`config.mk`:
```
export PLATFORM = sky130hd
export DESIGN_NAME = serial_adder_ctrl
export DESIGN_NICKNAME = d
export VERILOG_FILES = /design/src/rtl/serial_adder_ctrl.sv
export SDC_FILE = /design/constraint.sdc
export NUM_CORES = 1
export LEC_CHECK = 0
export BUFFER_PORTS_ARGS = -buffer_cell sky130_fd_sc_hd__buf_2
export CELL_PAD_IN_SITES_DETAIL_PLACEMENT = 0
export CELL_PAD_IN_SITES_GLOBAL_PLACEMENT = 1
export CORE_MARGIN = 5
export CORE_UTILIZATION = 24
export CTS_CLUSTER_SIZE = 40
export DETAILED_ROUTE_END_ITERATION = 10
export GPL_TIMING_DRIVEN = 0
export PLACE_DENSITY_LB_ADDON = 0.1
export SYNTH_ARGS = -nofsm -noshare
export SYNTH_HDL_FRONTEND = slang
export SYNTH_SLANG_ARGS = --single-unit
```
`constraint.sdc`:
```
create_clock -name clk -period 4.7 [get_ports clk]
set_input_delay 0.94 -clock clk [delete_from_list [all_inputs] [get_ports clk]]
set_output_delay 0.94 -clock clk [all_outputs]
set_load 0.01 [all_outputs]
```
`src/rtl/serial_adder_ctrl.sv`:
```
// serial_adder_ctrl: multi-cycle adder that walks one 2-bit ripple slice
// across WIDTH-bit operands, LSB slice first, with a start/done handshake.
// Optional feature: define SERIAL_ADDER_OVF_EN to add the signed-overflow
// output ovf.

// Single-bit full adder; two of these chained form the 2-bit slice.
module serial_adder_fa (
  input  logic a,
  input  logic b,
  input  logic ci,
  output logic s,
  output logic co
);
  assign s  = a ^ b ^ ci;
  assign co = (a & b) | (a & ci) | (b & ci);
endmodule

module serial_adder_ctrl #(
  parameter int WIDTH = 8
) (
  input  logic             clk,
  input  logic             reset_b,
  input  logic             start,
  input  logic [WIDTH-1:0] a,
  input  logic [WIDTH-1:0] b,
  input  logic             cin,
  output logic             busy,
  output logic             done,
  output logic [WIDTH-1:0] sum,
`ifdef SERIAL_ADDER_OVF_EN
  output logic             ovf,
`endif
  output logic             cout
);
  localparam int N    = WIDTH / 2;
  localparam int IDXW = (N > 1) ? $clog2(N) : 1;
  localparam logic [IDXW-1:0] IDX_LAST = IDXW'(N - 1);

  typedef enum logic [1:0] {IDLE, RUN, DONE} state_t;

  state_t              state;
  logic [IDXW-1:0]     idx;
  logic                carry;
  logic [N-1:0][1:0]   a_r, b_r, sum_r;

  // Current slice operands and the internal ripple carries c[0..2].
  logic [1:0] a_sl, b_sl, s_sl;
  logic [2:0] c;

  assign a_sl = a_r[idx];
  assign b_sl = b_r[idx];
  assign c[0] = carry;

  // Two full adders rippling within the slice.
  for (genvar i = 0; i < 2; i++) begin : g_fa
    serial_adder_fa u_fa (
      .a  (a_sl[i]),
      .b  (b_sl[i]),
      .ci (c[i]),
      .s  (s_sl[i]),
      .co (c[i+1])
    );
  end

  assign sum = sum_r;

  // Control FSM plus datapath registers; all outputs are registered here.
  always_ff @(posedge clk or negedge reset_b) begin
    if (!reset_b) begin
      state <= IDLE;
      idx   <= '0;
      carry <= 1'b0;
      a_r   <= '0;
      b_r   <= '0;
      sum_r <= '0;
      cout  <= 1'b0;
      busy  <= 1'b0;
      done  <= 1'b0;
`ifdef SERIAL_ADDER_OVF_EN
      ovf   <= 1'b0;
`endif
    end else begin
      case (state)
        IDLE: begin
          if (start) begin
            a_r   <= a;
            b_r   <= b;
            carry <= cin;
            idx   <= '0;
            sum_r <= '0;
            busy  <= 1'b1;
`ifdef SERIAL_ADDER_OVF_EN
            ovf   <= 1'b0;
`endif
            state <= RUN;
          end
        end
        RUN: begin
          sum_r[idx] <= s_sl;
          carry      <= c[2];
          if (idx == IDX_LAST) begin
            // Last slice: publish carry-out and raise done for one cycle.
            cout  <= c[2];
`ifdef SERIAL_ADDER_OVF_EN
            ovf   <= c[1] ^ c[2];
`endif
            idx   <= '0;
            done  <= 1'b1;
            state <= DONE;
          end else begin
            idx <= idx + 1'b1;
          end
        end
        DONE: begin
          done  <= 1'b0;
          busy  <= 1'b0;
          state <= IDLE;
        end
        default: begin
          state <= IDLE;
          busy  <= 1'b0;
          done  <= 1'b0;
        end
      endcase
    end
  end
endmodule

```
==> key figures <==
Synthesis
  – Warnings from Yosys: 0
  – Top-area cell type share of the netlist area: 0.510
  – Cell type with the highest aggregate area in the netlist: sky130_fd_sc_hd__dfrtp_1
  – Post-synth design cell area: 1570 um2
  – Dominant cells by area after synthesis: sky130_fd_sc_hd__dfrtp_1, sky130_fd_sc_hd__mux2_4, sky130_fd_sc_hd__mux4_2
  – Count of unique library cells instantiated by Yosys: 25
  – Nets in the synthesized netlist: 144
  – Sequential cell area fraction in the yosys report: 0.510
  – Post-synthesis cell count: 118
  – Average cell area after synthesis: 13.3 um2
  – Synthesis-stage register bit count: 32

Floorplan
  – Vertical die dimension: 90.9 um
  – Die Span X: 90.9 um
  – DIE AREA: 8250 um2
  – Number of standard-cell rows in the floorplan: 29
  – Num ports: 31
  – Core box area: 6350 um2
  – Initial core utilization: 0.247

Global route
  – Initial antenna violation count: 0
  – Global-route usage over all layers: 0.0856
  – Total congestion overflow: 0
  – Largest net degree at the start of global routing: 33
  – Vias in the first global route: 1,137
  – Global-route wire length before repair: 5530 um

Routing
  – Wire per inst: 14.1 um
  – Count of TritonRoute iterations in the first routing pass: 4
  – Top Layer Used: met4
  – Post-detailed-route DRC marker count: 0
  – Violation count after the first detailed-routing iteration: 37
  – Routed wire length on met3: 215 um
  – M1 wire length: 1450 um
  – Routed WL: 3290 um
  – Total number of vias: 1,014
  – Total met2 wirelength after detailed routing: 1600 um
  – Via count normalized by instance count: 4.35
  – Residual antenna-violating net count after detailed routing: 0

Critical path
  – Critical path endpoint: sum[5]$_DFFE_PN0P_
  – Reg2reg end: sum[5]$_DFFE_PN0P_
  – Worst setup path startpoint: idx[0]$_DFFE_PN0P_
  – CP Capture Type: register
  – Crit path required time: 4.90 ns
  – Classification of the worst setup path: register to register
  – Number of cell instances on the worst register-to-register path: 6
  – Register-to-register setup slack: 2.12 ns
  – Arrival time of data at the critical path endpoint: 2.78 ns
  – Worst setup SP type: register
  – Startpoint of the most critical register-to-register path: idx[0]$_DFFE_PN0P_
  – Max FO, Critical Path: 7

Final layout
  – Layout Nets: 181
  – Fillers: 643
  – Fraction of layout instances using a drive strength above 1: 0.410
  – Cell area after layout: 1910 um2
  – Ant. Diodes: 0
  – Area added between synthesis and finish: 21.5%
  – Final cell count without fillers: 233
  – Most used cells in the layout excluding fill and tap cells: sky130_fd_sc_hd__buf_2, sky130_fd_sc_hd__dfrtp_1, sky130_fd_sc_hd__nand2_1, sky130_fd_sc_hd__mux2_4, sky130_fd_sc_hd__o211ai_1

CTS
  – Worst-skew pair later-pin latency: 0.28 ns
  – Reg clk slew, reported paths: 0.07 ns
  – CTS tree: yes
  – Maximum level of the CTS H-tree: 2
  – Number of clock sinks: 32
  – Total of hold buffers inserted after clock tree synthesis: 0
  – Maximum count of clock buffers along a single path: 2
  – Cell chosen for the clock root: sky130_fd_sc_hd__clkbuf_8
  – Setup fix buffers added after clock tree synthesis: 0
  – Number of CTS-inserted buffers: 5
  – Cts repair resizes: 0

Timing
  – Transition time at the pin with the least slew margin: 0.731 ns
  – Number of pins with negative max-slew slack in the final report: 0
  – Post-layout min period: 2.58 ns
  – Setup skew after layout: 0.00573 ns
  – Highest achievable clock rate: 388 MHz
  – Endpoints failing setup: 0
  – Slew margin rel.: 0.512
  – Period Utilization, post-route: 0.549
  – Setup TNS after final layout: 0 ns
  – RSZ-0062 raised after global routing: false
  – Endpoints failing hold: 0

Power
  – Pleak: 0.868 nW
  – Total power divided by cell area: 726 nW/um2
  – Worst IR drop on VDD: 0.245 mV

Place
  – Final GP Congestion: 0.747
  – Number of instances in the placed design: 225
  – Area after detailed placement: 1820 um2
  – HPWL Detailed: 2440 um
  – IO Port Bufs: 30

Min path
  – Path type of the worst min-delay path: register to register

Outcome
  – Status: finished clean

Run
  – Max-cap violations: 0
[worst min-delay path by stage]
stage,from,end,depth (start not counted)
2_1_floorplan,a_r[4]$_DFFE_PN0P_,a_r[4]$_DFFE_PN0P_,1
3_3_place_gp,done$_DFFE_PN0P_,done$_DFFE_PN0P_,2
3_5_place_dp,done$_DFFE_PN0P_,done$_DFFE_PN0P_,2
4_1_cts,done$_DFFE_PN0P_,done$_DFFE_PN0P_,2
5_1_grt,a_r[0]$_DFFE_PN0P_,a_r[0]$_DFFE_PN0P_,1
6_report,done$_DFFE_PN0P_,done$_DFFE_PN0P_,2
[critical path: stages, from the launching register on]
cell and delay, ns:
sky130_fd_sc_hd__dfrtp_1 0.37, sky130_fd_sc_hd__buf_2 0.25, sky130_fd_sc_hd__mux4_2 0.55, sky130_fd_sc_hd__fa_1 0.43, sky130_fd_sc_hd__fa_1 0.55, sky130_fd_sc_hd__nand2b_1 0.15
sky130_fd_sc_hd__o211ai_1 0.20
[metrics by stage]
stage	util	power (mW)	setup slack, ns	hold slack [ns]
floorplan	-	0.980	2.33	0.475
global placement	0.286	1.18	2.08	0.480
detailed placement	0.286	1.19	2.08	0.486
CTS	0.300	1.42	2.07	0.502
global route	0.300	1.50	1.99	0.518
finish	0.300	1.38	2.12	0.497
[kinds of logic after synthesis]
group | synth area share
AOI/OAI and AO/OA | 0.0710
adders and majority gates | 0.0574
buffers and inverters | 0.0311
DFF | 0.510
muxes | 0.203
and+or+nand+nor | 0.127
[registers in the layout, indices dropped and copies added, names as in the netlist]
signal  cells
carry       1
done        1
cout        1
a_r         8
b_r         8
idx         2
state       2
sum         8
busy        1
[routing by layer]
layer,vias up,GRT usage
li1,484,-
met1,501,0.0926
met2,27,0.146
met3,2,0.0425
met4,0,0.0257
met5,-,0
[synth_stat cells, drive strengths merged]
library cell  number
a21oi              3
nor3               1
o211ai             8
fa                 2
a22o               1
nor4b              1
nand2b             5
o31ai              1
nor2b              6
o21bai             1
nor2               2
o32ai              1
and2               1
nand2             21
mux2              17
inv                3
mux4               4
ha                 4
buf                4
dfrtp             32
[final cells by class]
type / count / area, um2 / share of cell area
buffer: 4 / 37.5 / 0.0197
clock buffer: 8 / 90.1 / 0.0473
inverter: 3 / 11.3 / 0.00591
multi-input combinational: 79 / 719 / 0.378
sequential: 32 / 801 / 0.420
tap: 77 / 96.3 / 0.0506
timing repair buffer: 30 / 150 / 0.0788
[report_power, final]
part           switching, mW  leakage, nW  internal, mW
clock                 0.0955       0.0455         0.119
sequential            0.0887        0.389         0.406
combinational          0.338        0.434         0.336
(Power assumes the default switching activity.)
